<file path="config.mk">
export PLATFORM = sky130hd
export DESIGN_NAME = ram_arbiter
export DESIGN_NICKNAME = d
export VERILOG_FILES = /design/src/rtl/ram_arbiter.sv
export SDC_FILE = /design/constraint.sdc
export NUM_CORES = 1
export LEC_CHECK = 0
export CORE_AREA = 2 2 62 64
export DETAILED_ROUTE_END_ITERATION = 7
export DIE_AREA = 0 0 64 66
export PLACE_DENSITY = 0.84
export REMOVE_ABC_BUFFERS = 1
export SLEW_MARGIN = 20
export SYNTH_ARGS = -nofsm -noshare
export SYNTH_HDL_FRONTEND = slang
export SYNTH_SLANG_ARGS = --single-unit
</file>
<file path="constraint.sdc">
create_clock -name clk -period 2.65 [get_ports clk]
set_input_delay 0.53 -clock clk [delete_from_list [all_inputs] [get_ports clk]]
set_output_delay 0.53 -clock clk [all_outputs]
set_load 0.01 [all_outputs]
</file>
<file path="src/rtl/ram_arbiter.sv">
// ram_arbiter: shares one single-port synchronous RAM (1-cycle registered read)
// between two requesters, A and B.
//
// After reset the whole RAM (depth words) is cleared to zero, then per-cycle
// read/write commands are granted round-robin. Read data is steered back to
// the requester that issued the read by a 2-cycle tag pipeline.
//
// Ports:
//   clk, rst               clock (posedge) and synchronous active-high reset
//   init_done              high once the RAM clear has finished (sticky until rst)
//   a_req/a_we/a_addr/a_wdata  requester A command (held until a_gnt)
//   a_gnt                  A command accepted this cycle (combinational)
//   a_rdata/a_rvalid       A read data and its one-cycle valid pulse
//   b_*                    same as A, for requester B
//   ram_addr/ram_in/ram_we/ram_re  RAM command outputs
//   ram_out                RAM read data input
//
// Optional feature (macro RAM_ARB_STATS_EN): adds 16-bit saturating grant
// counters a_grant_cnt / b_grant_cnt, cleared on rst.

module ram_arbiter #(
  parameter int unsigned data_width = 8,
  parameter int unsigned addr_width = 5,
  parameter int unsigned depth      = 32
) (
  input  logic                  clk,
  input  logic                  rst,
  output logic                  init_done,
  input  logic                  a_req,
  input  logic                  a_we,
  input  logic [addr_width-1:0] a_addr,
  input  logic [data_width-1:0] a_wdata,
  output logic                  a_gnt,
  output logic [data_width-1:0] a_rdata,
  output logic                  a_rvalid,
  input  logic                  b_req,
  input  logic                  b_we,
  input  logic [addr_width-1:0] b_addr,
  input  logic [data_width-1:0] b_wdata,
  output logic                  b_gnt,
  output logic [data_width-1:0] b_rdata,
  output logic                  b_rvalid,
`ifdef RAM_ARB_STATS_EN
  output logic [15:0]           a_grant_cnt,
  output logic [15:0]           b_grant_cnt,
`endif
  output logic [addr_width-1:0] ram_addr,
  output logic [data_width-1:0] ram_in,
  output logic                  ram_we,
  output logic                  ram_re,
  input  logic [data_width-1:0] ram_out
);

  typedef enum logic [0:0] {StInit, StRun} state_e;

  state_e                state_q, state_d;
  logic [addr_width-1:0] cnt_q, cnt_d;
  logic                  clear_last;
  logic                  run;

  // Round-robin pointer: 0 = A was last granted, 1 = B was last granted.
  logic                  rr_q;

  // Command register, presented to the RAM the cycle after the grant.
  logic                  cmd_valid_q;
  logic                  cmd_we_q;
  logic                  cmd_id_q;
  logic [addr_width-1:0] cmd_addr_q;
  logic [data_width-1:0] cmd_wdata_q;

  // Read tag: marks the cycle in which ram_out carries read data and for whom.
  logic                  rtag_valid_q;
  logic                  rtag_id_q;

  assign clear_last = (cnt_q == addr_width'(depth - 1));
  assign run        = (state_q == StRun) && !rst;

  // Next-state for the init/run sequencer.
  always_comb begin
    state_d = state_q;
    cnt_d   = cnt_q;
    unique case (state_q)
      StInit: begin
        cnt_d = cnt_q + 1'b1;
        if (clear_last) begin
          state_d = StRun;
        end
      end
      StRun: begin
        state_d = StRun;
      end
      default: state_d = StInit;
    endcase
  end

  // Arbitration: on a tie the requester not pointed to by rr wins.
  assign a_gnt = run & a_req & (~b_req | rr_q);
  assign b_gnt = run & b_req & (~a_req | ~rr_q);

  always_ff @(posedge clk) begin
    if (rst) begin
      state_q      <= StInit;
      cnt_q        <= '0;
      rr_q         <= 1'b1;
      cmd_valid_q  <= 1'b0;
      cmd_we_q     <= 1'b0;
      cmd_id_q     <= 1'b0;
      cmd_addr_q   <= '0;
      cmd_wdata_q  <= '0;
      rtag_valid_q <= 1'b0;
      rtag_id_q    <= 1'b0;
    end else begin
      state_q <= state_d;
      cnt_q   <= cnt_d;
      if (a_gnt || b_gnt) begin
        cmd_valid_q <= 1'b1;
        cmd_we_q    <= a_gnt ? a_we : b_we;
        cmd_id_q    <= b_gnt;
        cmd_addr_q  <= a_gnt ? a_addr : b_addr;
        cmd_wdata_q <= a_gnt ? a_wdata : b_wdata;
        rr_q        <= b_gnt;
      end else begin
        cmd_valid_q <= 1'b0;
      end
      rtag_valid_q <= cmd_valid_q & ~cmd_we_q;
      rtag_id_q    <= cmd_id_q;
    end
  end

  // RAM drive. Outputs are forced quiet while rst is high, since the
  // registered state only reflects reset after the first edge.
  always_comb begin
    init_done = 1'b0;
    ram_we    = 1'b0;
    ram_re    = 1'b0;
    ram_addr  = '0;
    ram_in    = '0;
    if (!rst) begin
      if (state_q == StInit) begin
        ram_we   = 1'b1;
        ram_addr = cnt_q;
      end else begin
        init_done = 1'b1;
        ram_we    = cmd_valid_q & cmd_we_q;
        ram_re    = cmd_valid_q & ~cmd_we_q;
        ram_addr  = cmd_addr_q;
        ram_in    = cmd_wdata_q;
      end
    end
  end

  // Both rdata ports mirror ram_out; only rvalid is qualified.
  assign a_rdata  = ram_out;
  assign b_rdata  = ram_out;
  assign a_rvalid = !rst & rtag_valid_q & ~rtag_id_q;
  assign b_rvalid = !rst & rtag_valid_q & rtag_id_q;

`ifdef RAM_ARB_STATS_EN
  logic [15:0] a_cnt_q, b_cnt_q;

  always_ff @(posedge clk) begin
    if (rst) begin
      a_cnt_q <= '0;
      b_cnt_q <= '0;
    end else begin
      if (a_gnt && (a_cnt_q != 16'hFFFF)) begin
        a_cnt_q <= a_cnt_q + 16'd1;
      end
      if (b_gnt && (b_cnt_q != 16'hFFFF)) begin
        b_cnt_q <= b_cnt_q + 16'd1;
      end
    end
  end

  assign a_grant_cnt = a_cnt_q;
  assign b_grant_cnt = b_cnt_q;
`endif

endmodule
</file>
==> results of run 1 <==
-- report_power, final --
group	leakage [nW]	internal, mW	switching [mW]
Sequential	0.202	0.380	0.00457
Combinational	0.602	0.0612	0.0370
Clock	0.0150	0.0588	0.110
Total	0.819	0.500	0.152
-- through the flow --
stage	total power [mW]	instance area [um2]	setup TNS (ns)
global placement	0.490	1930	-0.0161
finish	0.651	1990	0
detailed placement	0.491	1930	-0.0120
floorplan	0.413	1270	0
global route	0.681	1990	0
CTS	0.658	1960	0
-- layout by cell type (no fill, tap or decap) --
cell type        Yosys  layout
buf_6                1       1
nor4b_1             14      14
clkdlybuf4s50_1      0      42
clkbuf_4             0       3
clkbuf_1             9       1
nor2b_1              3       3
a21oi_1             15      15
inv_1                2       2
and3b_1              1       1
nor3b_2              0       1
nor4_1              14      14
xor2_1               2       2
xnor2_1              1       1
nand2b_1             1       1
dlymetal6s2s_1       0       8
a221o_1              1       1
ha_1                 2       2
nor3b_1              3       2
buf_4               19      11
and3_1               2       2
a2111oi_0           14      14
dfxtp_1             25      25
a32oi_1              1       1
nand2_1              3       3
nand4b_1             1       1
dlygate4sd2_1        0       1
nor2_1              13      13
and2_1              10      10
mux2i_1              7       7
or2_1                1       1
nor2b_2              1       1
-- flip-flops by register name, summed over array words and instances, names as in the netlist --
register      flops
rtag_id_q         1
cmd_wdata_q       8
cmd_valid_q       1
cmd_we_q          1
rr_q              1
cmd_id_q          1
cnt_q             5
state_q           1
cmd_addr_q        5
rtag_valid_q      1
-- path summary, 6_finish.rpt --
kind                                             from                          to  slack (ns)  cells after the start
worst max-delay path                              rst                   ram_in[7]        0.07                      6
worst max register to register      rr_q$_SDFFE_PP1P_  cmd_addr_q[2]$_SDFFE_PP0P_        1.10                      4
worst min register to register  cmd_we_q$_SDFFE_PP0P_     rtag_valid_q$_SDFF_PP0_        0.49                      1
worst min-delay path            cmd_we_q$_SDFFE_PP0P_     rtag_valid_q$_SDFF_PP0_        0.49                      1
-- cells by family (layout without fill, tap and decap cells) --
logic type | after synthesis | count (layout) | share of synthesized area
AOI/OAI and AO/OA | 31 | 31 | 0.145
muxes | 7 | 7 | 0.0471
and+or+nand+nor | 67 | 67 | 0.286
DFF | 25 | 25 | 0.336
buffers and inverters | 37 | 69 | 0.151
adders and majority gates | 2 | 2 | 0.0168
xor gates and xnor gates | 3 | 3 | 0.0177
-- area by class of cell --
class	instances	area, um2
inverter	2	7.51
tap	48	60.1
timing repair buffer	63	623
clock buffer	4	26.3
sequential	25	500
multi-input combinational	110	768
fill	323	1570
-- timing repair --
item | in CTS | in global routing
pin swaps | 0 | 0
endpoints found under the setup margin | 1 | 10
gates resized for setup | 1 | 10
hold buffers | 0 | 0
-- worst reg2reg max path, delay by kind of cell, from the launching register on --
| family | cells | cell delay (ns) |
|---|---|---|
| simple gates | 3 | 0.49 |
| flops | 1 | 0.74 |
| buf+inv | 1 | 0.21 |
-- per-layer routing --
| metal | wire [um] | vias to the layer above |
|---|---|---|
| met1 | 1620 | 648 |
| li1 | - | 685 |
| met3 | 283 | 2 |
| met2 | 1800 | 62 |
| met5 | 0 | - |
| met4 | 15 | 0 |
==> key figures, run 1 <==
STA
  – Slew @ Worst Pin: 0.624 ns
  – F_max: 388 MHz
  – Fin. max-slew vios: 0
  – Final Hold Vio Count: 0
  – Unrepaired setup endpoints after global routing: no
  – Final period utilization: 0.973
  – Final setup violation count: 0
  – Fin Clk Skew: 0.00314 ns
  – Fin crit period: ~2.6 ns
  – Slew margin rel.: 0.584
  – Hold WS: 0.485 ns
  – Setup WS post-layout: 0.0721 ns

Worst setup path
  – Required @ worst endpoint: roughly 2.1 ns
  – CP peak stage delay: 0.52 ns
  – Worst path slowest cell: clkdlybuf4s50_1
  – Arr. time, crit path: slightly above 2 ns
  – Critical path class: input pin to output port
  – CP most frequent cell: clkdlybuf4s50_1
  – Critical path cell sequence: clkdlybuf4s50_1 -> nand2b_1 -> inv_1 -> buf_6 -> and2_1 -> clkdlybuf4s50_1
  – CP Launch Type: input pin
  – Max FO, Critical Path: 12
  – CP Capture Type: output port
  – CP bufs+invs: 4
  – Top delay family on crit path: buffers and inverters

Pwr
  – Maximum vdd drop: 152 uV
  – Static Leak: 0.819 nW
  – PD cells: roughly 330 nW/um2

Placed design
  – I/O Buffers: 51
  – Dpl hpwl: 2.69 mm
  – # placed instances: 248
  – Dpl ws: -0.0120 ns
  – GP Congestion: 0.775

Logic synthesis
  – Ys flop type: dfxtp_1
  – Synthesized area per cell: 8.66 um2
  – Synthesized area: 1490 um2
  – Yosys top cell area share: 0.336
  – Seq cells post-synth: 25
  – Top-count cell post-synth: dfxtp_1
  – Syn. warnings: 0
  – Post-synth EDFFs: 0
  – Register area share after synthesis: 0.336
  – Area leader, netlist: dfxtp_1
  – Synth cell count leaders: 25 x dfxtp_1, 19 x buf_4, 15 x a21oi_1
  – FFs w/ async S/R, synth: 0
  – Synth area leaders: dfxtp_1 34%, buf_4 9.6%, a2111oi_0 8.2%
  – Post-synthesis cell count: around 170
  – Post-synthesis cell type count: 28

Die
  – Initial Utilization: 0.419
  – IO Count: 76
  – Die Y: 66 um
  – Cell row count: 22
  – Die Footprint: 4220 um2
  – Core ar.: 3550 um2
  – Chip width: 64 um

Run
  – Total of max-cap violations: 0

Global routing
  – Number of global-route vias before repair: 1,301
  – Grt peak-use layer: met2
  – Largest net degree at the start of global routing: 29
  – First-pass GRT wire length: 5.80 mm
  – GR Overflow Total: 0
  – GR Util met2: 0.280
  – Met3 usage: 0.0579
  – Total GRT Usage: 0.170
  – M1 GR Usage: 0.212
  – Antenna violations before repair: 0

Routing
  – Via count: approximately 1,400
  – Detailed Route WL: 3.72 mm
  – Vias per inst: roughly 5.5
  – Remaining antenna violation count: 0
  – WL per Instance: 14.8 um
  – 1st-pass router iterations: 4
  – Residual DRC count: 0
  – Iteration-0 DRC Markers: between 60 and 70

Clock network
  – TritonCTS clock tree: yes
  – Clock latency at the later pin of the worst-skew pair: 0.31 ns
  – Worst-path clk slew: 0.13 ns
  – Root Buffer: clkbuf_4
  – Max clock buf depth: 2
  – Setup bufs post-CTS: 0
  – H-tree Lvls: 1
  – # clock sinks: 25
  – Number of CTS-inserted buffers: 3

Worst hold path
  – Hold Path Class: flop to flop

Layout
  – N_diodes: 0
  – Share of cells above drive strength 1: 0.0833
  – Layout Cells excl Fill: 252
  – Fin util: 0.559
  – Nets: 247
  – Layout area overhead: 33.4%

Run status
  – Status: complete, no violations
Power figures use the tool's default switching activity.
==> inputs of run 2 (changes only) <==
--- a/config.mk
+++ b/config.mk
@@ -10,7 +10,7 @@
 export DIE_AREA = 0 0 64 66
 export PLACE_DENSITY = 0.84
 export REMOVE_ABC_BUFFERS = 1
-export SLEW_MARGIN = 20
 export SYNTH_ARGS = -nofsm -noshare
 export SYNTH_HDL_FRONTEND = slang
 export SYNTH_SLANG_ARGS = --single-unit
+export TNS_END_PERCENT = 30
==> key figures, run 2 (synthesis results as in run 1) <==
Worst setup path
  – CP Launch Type: input pin (unchanged)
  – CP Capture Type: output port (unchanged)
  – Path depth of the worst reg2reg path: 4 (unchanged)
  – Arr. time, crit path: 2.11 ns (was 2.05 ns)
  – Flop-to-flop setup slack: 1.10 ns (about the same)
  – Reg-to-reg startpoint: rr_q$_SDFFE_PP1P_ (unchanged)
  – Max FO, Critical Path: 12 (unchanged)
  – Required @ worst endpoint: 2.12 ns (about the same)
  – End of the worst register-to-register path: cmd_addr_q[2]$_SDFFE_PP0P_ (unchanged)
  – Critical path class: input pin to output port (unchanged)

Layout
  – Layout area overhead: 32.8% (was 33.4%)
  – Nets: 247 (unchanged)
  – # fillers: 325 (was 323)
  – Commonest non-fill, non-tap cell in the layout: clkdlybuf4s50_1 (unchanged)
  – Number of flip-flops in the largest register: 8 (unchanged)
  – Most frequent cells in the layout: 44 x clkdlybuf4s50_1, 25 x dfxtp_1, 15 x a21oi_1 (was 42 x clkdlybuf4s50_1, 25 x dfxtp_1, 15 x a21oi_1)
  – Fin area: 1980 um2 (was 1990 um2)
  – FF+latch area: 500 um2 (unchanged)
  – Footprint of the multi-input gates: 768 um2 (unchanged)
  – Largest Register: cmd_wdata_q (unchanged)
  – N_diodes: 0 (unchanged)
  – Largest registers: cmd_wdata_q x8, cmd_addr_q x5, cnt_q x5 (unchanged)
  – Share of cells above drive strength 1: 0.0833 (unchanged)

Run
  – Total of max-cap violations: 0 (unchanged)

Routing
  – Via count: 1,398 (was 1,397)
  – Iteration-0 DRC Markers: 60 (was 62)
  – WL per Instance: 14.7 um (was 14.8 um)
  – Vias per inst: 5.55 (was 5.54)
  – Detailed Route WL: 3.71 mm (was 3.72 mm)
  – 1st-pass router iterations: 4 (unchanged)
  – Remaining antenna violation count: 0 (unchanged)
  – Residual DRC count: 0 (unchanged)

Die
  – Die Footprint: 4220 um2 (unchanged)
  – Core ar.: 3550 um2 (unchanged)
  – Die Y: 66 um (unchanged)
  – Cell row count: 22 (unchanged)
  – Chip width: 64 um (unchanged)
  – Initial Utilization: 0.419 (unchanged)
  – IO Count: 76 (unchanged)

Pwr
  – Static Leak: 0.780 nW (was 0.819 nW)
  – Maximum vdd drop: 152 uV (about the same)
  – Power Total: 651 uW (about the same)
  – PD cells: 329 nW/um2 (was 328 nW/um2)

STA
  – Slew margin rel.: 0.582 (was 0.584)
  – Hold WS: 0.485 ns (about the same)
  – Fin. max-slew vios: 0 (unchanged)
  – F_max: 379 MHz (was 388 MHz)
  – Fin Clk Skew: 0.00276 ns (was 0.00314 ns)
  – Fin crit period: 2.64 ns (was 2.58 ns)
  – Final Hold Vio Count: 0 (unchanged)
  – Unrepaired setup endpoints after global routing: yes (was no)
  – Final setup violation count: 0 (unchanged)
  – Slew @ Worst Pin: 0.626 ns (was 0.624 ns)
  – Final period utilization: 0.997 (was 0.973)

Clock network
  – Setup bufs post-CTS: 0 (unchanged)
  – Worst-path clk slew: 0.13 ns (about the same)
  – Clock latency at the later pin of the worst-skew pair: 0.31 ns (about the same)
  – H-tree Lvls: 1 (unchanged)
  – # clock sinks: 25 (unchanged)
  – Max clock buf depth: 2 (unchanged)
  – Root Buffer: clkbuf_4 (unchanged)
  – Number of CTS-inserted buffers: 3 (unchanged)
  – TritonCTS clock tree: yes (unchanged)

Worst hold path
  – HP Start: cmd_we_q$_SDFFE_PP0P_ (unchanged)
  – Hold depth: 1 (unchanged)
  – Hold Path Class: flop to flop (unchanged)
  – Hold EP: rtag_valid_q$_SDFF_PP0_ (unchanged)

Global routing
  – Number of global-route vias before repair: 1,301 (unchanged)
  – Antenna violations before repair: 0 (unchanged)
  – Largest net degree at the start of global routing: 29 (unchanged)
  – Total GRT Usage: 0.170 (unchanged)
  – GR Overflow Total: 0 (unchanged)
  – First-pass GRT wire length: 5.80 mm (unchanged)

Run status
  – Status: complete, no violations (unchanged)

Placed design
  – Dpl hpwl: 2.69 mm (unchanged)
  – I/O Buffers: 51 (unchanged)
  – Placed Area: 1930 um2 (unchanged)
  – GP Congestion: 0.775 (unchanged)
[run 2: timing repair]
item / 4_1_cts / 5_1_grt
setup endpoints to repair: 1 / 10
resized for setup: 1 / 7
hold buffers: 0 / 0
[run 2: critical path, stage by stage]
cell and delay [ns]:
clkdlybuf4s50_1 0.45, nand2b_1 0.18, inv_1 0.08, buf_4 0.18
and3_1 0.17, clkdlybuf4s50_1 0.53
[run 2: how the worst max path moves through the flow]
stage | slack (ns) | endpoint | startpoint
detailed placement | -0.01 | a_gnt | rst
finish | 0.009 | b_gnt | rst
CTS | 0.02 | b_gnt | rst
global route | -0.04 | b_gnt | rst
global placement | -0.02 | a_gnt | rst
floorplan | 0.17 | b_gnt | state_q$_SDFF_PP0_
[run 2: metrics by stage]
stage	instances	setup TNS [ns]	setup slack, ns	utilization
floorplan	137	0	0.166	-
global placement	248	-0.0161	-0.0161	0.544
detailed placement	248	-0.0120	-0.0120	0.544
CTS	252	0	0.0151	0.551
global route	252	-0.0743	-0.0428	0.557
finish	252	0	0.00917	0.557
[run 2: layer usage]
layer,wire [um],global-route usage,part of all wire
met1,1630,0.212,0.44
met2,1790,0.280,0.48
met3,278,0.0579,0.075
met4,15,0.0408,0.0040
met5,0,0,0
[run 2: area by class of cell]
class | instances | area share
well taps | 48 | 0.0304
multi-input cells | 110 | 0.389
inverters | 2 | 0.00380
flip-flops and latches | 25 | 0.253
clock buffers | 4 | 0.0133
repair buffers | 63 | 0.311
[run 2: where the power goes]
part           total, mW  internal (mW)  switching [mW]  leakage [nW]
registers          0.385          0.380         0.00459         0.202
clock network      0.168         0.0588           0.110        0.0150
logic             0.0982         0.0612          0.0370         0.563
total              0.651          0.500           0.151         0.780
